### config.mk
export PLATFORM = sky130hd
export DESIGN_NAME = error_sample_feeder
export DESIGN_NICKNAME = d
export VERILOG_FILES = /design/src/rtl/error_sample_feeder.sv
export SDC_FILE = /design/constraint.sdc
export NUM_CORES = 1
export LEC_CHECK = 0
export CAP_MARGIN = 20
export CORE_MARGIN = 5
export CORE_UTILIZATION = 40
export DETAILED_ROUTE_END_ITERATION = 8
export DONT_BUFFER_PORTS = 1
export PLACE_DENSITY = 0.6
export SYNTH_ARGS = -nofsm -noshare
export SYNTH_HDL_FRONTEND = slang
export SYNTH_SLANG_ARGS = --single-unit
### constraint.sdc
create_clock -name clk -period 9.33 [get_ports clk]
set_input_delay 0.4665 -clock clk [delete_from_list [all_inputs] [get_ports clk]]
set_output_delay 0.4665 -clock clk [all_outputs]
set_load 0.01 [all_outputs]
### src/rtl/error_sample_feeder.sv
// -----------------------------------------------------------------------------
// error_sample_feeder
//
// Producer side of the error-checker handshake. Each sample is read from the
// sample RAM, presented to the error checker on x_bus/y_bus, and the error the
// checker returns is written to the result memory at the sample's index.
// While results are written, two statistics are kept: the largest absolute
// error seen, and how many samples had an absolute error above a threshold.
// A watchdog abandons the run if the checker does not answer within TIMEOUT
// cycles of a request.
//
// Ports
//   clk, rst              clock (rising edge), asynchronous active-low reset
//   start                 one-cycle run request, honoured only in IDLE
//   n_samples, threshold  run length and |error| limit, captured on start
//   mem_rd, mem_addr      sample RAM read strobe / address
//   mem_x, mem_y          sample RAM data, valid the cycle after mem_rd
//   x_bus, y_bus          data point presented to the error checker
//   en                    one-cycle request to the error checker
//   error_checker_ready   checker can take a request
//   error_checker_done    one-cycle pulse, error_bus valid with it
//   error_bus             signed error from the checker
//   err_wr, err_addr,     result memory write port
//   err_data
//   busy, done            run in progress / one-cycle completion pulse
//   timeout_flag          sticky watchdog abort indication
//   max_abs_err           largest |error| of the current/last run
//   over_count            samples with |error| > threshold
//
// State table
//   state       | meaning
//   ------------+-------------------------------------------------------------
//   S_IDLE      | waiting for start; results of last run held
//   S_FETCH     | read strobe to sample RAM at the current index
//   S_LOAD      | sample RAM data registered onto x_bus/y_bus
//   S_WAIT_RDY  | waiting for the checker to be ready
//   S_ISSUE     | en pulse to checker, watchdog cleared
//   S_WAIT_DONE | waiting for the checker result, watchdog running
//   S_STORE     | result written, statistics updated, index advanced
//   S_FINISH    | done pulse, back to idle
// -----------------------------------------------------------------------------
module error_sample_feeder #(
  parameter int DATA_W  = 20,
  parameter int ADDR_W  = 10,
  parameter int TIMEOUT = 64
) (
  input  logic              clk,
  input  logic              rst,
  input  logic              start,
  input  logic [ADDR_W-1:0] n_samples,
  input  logic [DATA_W-1:0] threshold,
  output logic              mem_rd,
  output logic [ADDR_W-1:0] mem_addr,
  input  logic [DATA_W-1:0] mem_x,
  input  logic [DATA_W-1:0] mem_y,
  output logic [DATA_W-1:0] x_bus,
  output logic [DATA_W-1:0] y_bus,
  output logic              en,
  input  logic              error_checker_ready,
  input  logic              error_checker_done,
  input  logic [DATA_W-1:0] error_bus,
  output logic              err_wr,
  output logic [ADDR_W-1:0] err_addr,
  output logic [DATA_W-1:0] err_data,
  output logic              busy,
  output logic              done,
  output logic              timeout_flag,
  output logic [DATA_W-1:0] max_abs_err,
  output logic [ADDR_W-1:0] over_count
);

  localparam int                WD_W     = $clog2(TIMEOUT + 1);
  localparam logic [WD_W-1:0]   WD_LIMIT = WD_W'(TIMEOUT);
  localparam logic [DATA_W-1:0] MOST_NEG = {1'b1, {(DATA_W-1){1'b0}}};
  localparam logic [DATA_W-1:0] MOST_POS = {1'b0, {(DATA_W-1){1'b1}}};

  typedef enum logic [2:0] {
    S_IDLE,
    S_FETCH,
    S_LOAD,
    S_WAIT_RDY,
    S_ISSUE,
    S_WAIT_DONE,
    S_STORE,
    S_FINISH
  } state_t;

  state_t            state_q, state_d;
  logic [ADDR_W-1:0] idx_q,   idx_d;
  logic [ADDR_W-1:0] n_q,     n_d;
  logic [DATA_W-1:0] thr_q,   thr_d;
  logic [DATA_W-1:0] x_q,     x_d;
  logic [DATA_W-1:0] y_q,     y_d;
  logic [DATA_W-1:0] err_q,   err_d;
  logic [WD_W-1:0]   wd_q,    wd_d;
  logic              tmo_q,   tmo_d;
  logic [DATA_W-1:0] max_q,   max_d;
  logic [ADDR_W-1:0] over_q,  over_d;

  logic [WD_W-1:0]   wd_inc;
  logic [DATA_W-1:0] mag;

  // Magnitude of a signed error. Negating the most negative value would wrap
  // back to itself, so it is clamped to the largest positive value instead.
  function automatic logic [DATA_W-1:0] abs_mag(input logic [DATA_W-1:0] e);
    logic [DATA_W-1:0] neg;
    neg = ~e + 1'b1;
    if (!e[DATA_W-1]) begin
      return e;
    end else if (e == MOST_NEG) begin
      return MOST_POS;
    end else begin
      return neg;
    end
  endfunction

  always_ff @(posedge clk or negedge rst) begin
    if (!rst) begin
      state_q <= S_IDLE;
      idx_q   <= '0;
      n_q     <= '0;
      thr_q   <= '0;
      x_q     <= '0;
      y_q     <= '0;
      err_q   <= '0;
      wd_q    <= '0;
      tmo_q   <= 1'b0;
      max_q   <= '0;
      over_q  <= '0;
    end else begin
      state_q <= state_d;
      idx_q   <= idx_d;
      n_q     <= n_d;
      thr_q   <= thr_d;
      x_q     <= x_d;
      y_q     <= y_d;
      err_q   <= err_d;
      wd_q    <= wd_d;
      tmo_q   <= tmo_d;
      max_q   <= max_d;
      over_q  <= over_d;
    end
  end

  always_comb begin
    state_d = state_q;
    idx_d   = idx_q;
    n_d     = n_q;
    thr_d   = thr_q;
    x_d     = x_q;
    y_d     = y_q;
    err_d   = err_q;
    wd_d    = wd_q;
    tmo_d   = tmo_q;
    max_d   = max_q;
    over_d  = over_q;
    wd_inc  = wd_q + 1'b1;
    mag     = abs_mag(err_q);

    unique case (state_q)
      S_IDLE: begin
        if (start) begin
          n_d    = n_samples;
          thr_d  = threshold;
          idx_d  = '0;
          max_d  = '0;
          over_d = '0;
          tmo_d  = 1'b0;
          state_d = (n_samples == '0) ? S_FINISH : S_FETCH;
        end
      end
      S_FETCH: begin
        state_d = S_LOAD;
      end
      S_LOAD: begin
        x_d     = mem_x;
        y_d     = mem_y;
        state_d = S_WAIT_RDY;
      end
      S_WAIT_RDY: begin
        if (error_checker_ready) begin
          state_d = S_ISSUE;
        end
      end
      S_ISSUE: begin
        wd_d    = '0;
        state_d = S_WAIT_DONE;
      end
      S_WAIT_DONE: begin
        // A result arriving on the last watchdog cycle still wins over abort.
        if (error_checker_done) begin
          err_d   = error_bus;
          state_d = S_STORE;
        end else begin
          wd_d = wd_inc;
          if (wd_inc == WD_LIMIT) begin
            tmo_d   = 1'b1;
            state_d = S_FINISH;
          end
        end
      end
      S_STORE: begin
        if (mag > max_q) begin
          max_d = mag;
        end
        // Bounded by n_samples, so this counter never wraps.
        if (mag > thr_q) begin
          over_d = over_q + 1'b1;
        end
        if (idx_q == n_q - 1'b1) begin
          state_d = S_FINISH;
        end else begin
          idx_d   = idx_q + 1'b1;
          state_d = S_FETCH;
        end
      end
      S_FINISH: begin
        state_d = S_IDLE;
      end
      default: begin
        state_d = S_IDLE;
      end
    endcase
  end

  assign mem_rd       = (state_q == S_FETCH);
  assign mem_addr     = idx_q;
  assign x_bus        = x_q;
  assign y_bus        = y_q;
  assign en           = (state_q == S_ISSUE);
  assign err_wr       = (state_q == S_STORE);
  assign err_addr     = idx_q;
  assign err_data     = err_q;
  assign busy         = (state_q != S_IDLE) && (state_q != S_FINISH);
  assign done         = (state_q == S_FINISH);
  assign timeout_flag = tmo_q;
  assign max_abs_err  = max_q;
  assign over_count   = over_q;

endmodule

==> out/metrics.yaml <==
layout:
  drive_gt1_share_pct: 16.5
  diodes: 0
  fin_util_pct: 45.0
  syn_to_final_growth_pct: 9.64
  fillers: 1812
  layout.nets: 898
  design_area_mm2: 0.00847
  instances_no_fill: 1031
route:
  vias: 5504
  vias_per_cell: 5.34
  wl_per_cell_um: 18.4
  drt-total-wl_mm: 18.9
  first_pass_iters: 4
  ant_nets: 0
  drc: 0
  drtIter0Drc: 248
clock_network:
  hold_buffers: 1
  post_cts_buffers: 0
  cts-htree-levels: 4
  clock_path_buffers: 2
  post_cts_resized: 0
  cts_buffers: 17
  clock-sinks: 141
  cts_tree: "yes"
  clockRootBuffer: "clkbuf_16"
  clk_latency_ns: 0.42
  cts.clk_slew.worst_paths_ns: 0.07
power_and_ir_drop:
  p_leak_nw: 3.76
  finalPower_mw: 3.29
  peakVddDrop_uv: 175
  power.density_mw_per_mm2: 389
synthesis:
  synth_xor_area_share_pct: 3.29
  syn_nets: 920
  synthSimpleGateAreaFrac_pct: 15.3
  synthTopCellsByCount: "dfrtp_1, nand2_1, mux2_2"
  synth_mux_area_share_pct: 12.6
  yosysTopAreaCell: "dfrtp_1"
  synth_seq_area_share_pct: 45.7
  synth.most_common_cell: "dfrtp_1"
  ys_ff_latch: 141
  yosysTopAreaCellShare_pct: 45.7
  syn_area_per_cell_um2: 9.90
  synth_async_sr_flop_share_pct: 100
  ys.flop_type: "dfrtp_1"
  synth_compound_area_share_pct: 10.7
  synth_top_family_by_area: "simple AND/OR/NAND/NOR gates"
  syn-cell-area_mm2: 0.00772
  synthCells: 780
  synth-edff-count: 0
  yosysWarnings: 0
  synth.top_cells.by_area: "dfrtp_1, mux2_2, ha_1, nand2_1, o21ai_0"
  synthAdderAreaFrac_pct: 7.29
  synth_cell_types: 56
timing:
  slew-limit-headroom_pct: 32.1
  clock-skew-final_ns: 0.0132
  whs_ns: 0.0330
  worst_slew_pin_slew_ns: 1.02
  drv_slew: 0
  worst_slack_ns: 4.52
  fin_crit_ns: 4.81
  finalCritPeriodShare_pct: 51.5
  tns_ns: 0
  hold_viol: 0
  setup_viol: 0
  rsz0062_at_grt: "no"
  fmax_ghz: 0.208
grt:
  grtUsageTotal_pct: 17.3
  grt_pass1_vias: 5506
  grt_pass1_wl_mm: 30.6
  grt_overflow_total: 0
  grt_max_degree: 142
  antenna_found_initial: 0
min_path:
  worst_hold_path_type: "in -> async"
place:
  dpl_cell_area_mm2: 0.00787
  portBuffers: 0
  post-place-ws_ns: 4.56
  gp_congestion: 0.841
  dpl.hpwl_mm: 13.7
  dp_cells: 998
floorplan:
  core_mm2: 0.0188
  rows: 50
  fp.dieW_um: 149
  die_area_mm2: 0.0222
  initial_utilization_pct: 41.0
  pin_count: 211
  die_h_um: 149
critical_path:
  critPathRequiredTime_ns: 9.63
  worst_setup_path_end_kind: "register"
  critPathKind: "reg -> reg"
  critPathMaxFanout: 11
  crit_path_start_kind: "register"
  critPathArrivalTime_ns: 5.10
run_status:
  outcome: "finished, final reports clean"
job:
  max_cap_violations: 0
[critical path, cell delays in order, from the launching register on]
cell      delay [ns]
dfrtp_1         0.49
or4_4           0.60
or3_1           0.38
or3_4           0.39
or3_1           0.34
a211oi_1        0.24
a31oi_1         0.14
ha_1            0.41
nand4_1         0.10
nor2_1          0.14
and3_1          0.20
o31ai_1         0.09
a31oi_2         0.51
buf_4           0.32
mux2_2          0.35
[routing by layer]
| metal | part of all wire (%) | global-route usage [%] | wire (um) | up-vias |
|---|---|---|---|---|
| met4 | 1.3 | 4.71 | 239 | 0 |
| met3 | 8.7 | 7.23 | 1650 | 14 |
| met1 | 47 | 24.1 | 8810 | 2633 |
| met2 | 43 | 24.8 | 8230 | 177 |
| met5 | 0 | 0 | 0 | - |
| li1 | - | - | - | 2680 |
[registers in the layout (all words and copies together) (netlist names)]
signal        cells
x_bus            20
timeout_flag      1
thr_q            20
y_bus            20
n_q              10
err_data         20
wd_q              7
state_q           3
max_abs_err      20
err_addr         10
over_count       10
[final timing paths]
path,endpoint,start,cells past startpoint,slack [ns]
hold / removal,thr_q[11],rst,1,0.03
min in group clk,n_q[8],n_samples[8],2,0.15
setup / recovery,max_abs_err[14],err_data[6],14,4.52
max in group asynchronous,err_data[0],rst,1,8.74
hold reg to reg,thr_q[0],thr_q[0],2,0.52
setup reg to reg,max_abs_err[14],err_data[6],14,4.52
[placed cells by master, fill, tap and decap left out, types with 8 or more instances in the layout]
master     count
a21oi_1       19
ha_1          45
nor2_1        52
or3_1          9
dfrtp_1      141
inv_1         52
xor2_1        18
mux2_2        79
o21ai_0       49
xnor2_1       11
nand3_1       17
o31ai_1       13
nand2_1      107
clkbuf_16     17
and3_1         8
nor3_1         8
nand4_1       12
[final cells by class]
class                   instances  area [um^2]  share of cell area (%)
repair buffers                  3         42.5                   0.502
inverters                      52          195                    2.30
flip-flops and latches        141         3530                    41.7
clock buffers                  17          425                    5.02
multi-input cells             543         3800                    44.9
well taps                     260          325                    3.84
clock inverters                15          148                    1.74
[power by group]
| group | switching (mW) | internal (mW) | total [mW] |
|---|---|---|---|
| clock network | 0.292 | 0.375 | 0.667 |
| registers | 0.416 | 0.879 | 1.29 |
| logic | 0.713 | 0.620 | 1.33 |
| total | 1.42 | 1.87 | 3.29 |
[logic make-up (layout without fill, tap and decap cells)]
kind of cell	Yosys count	in the layout
buffers and inverters	96	87
DFF	141	141
and+or+nand+nor	252	252
xor gates and xnor gates	29	29
adders and majority gates	45	45
muxes	87	87
AOI/OAI and AO/OA	130	130
No activity file was read; power rests on OpenSTA's default activity.
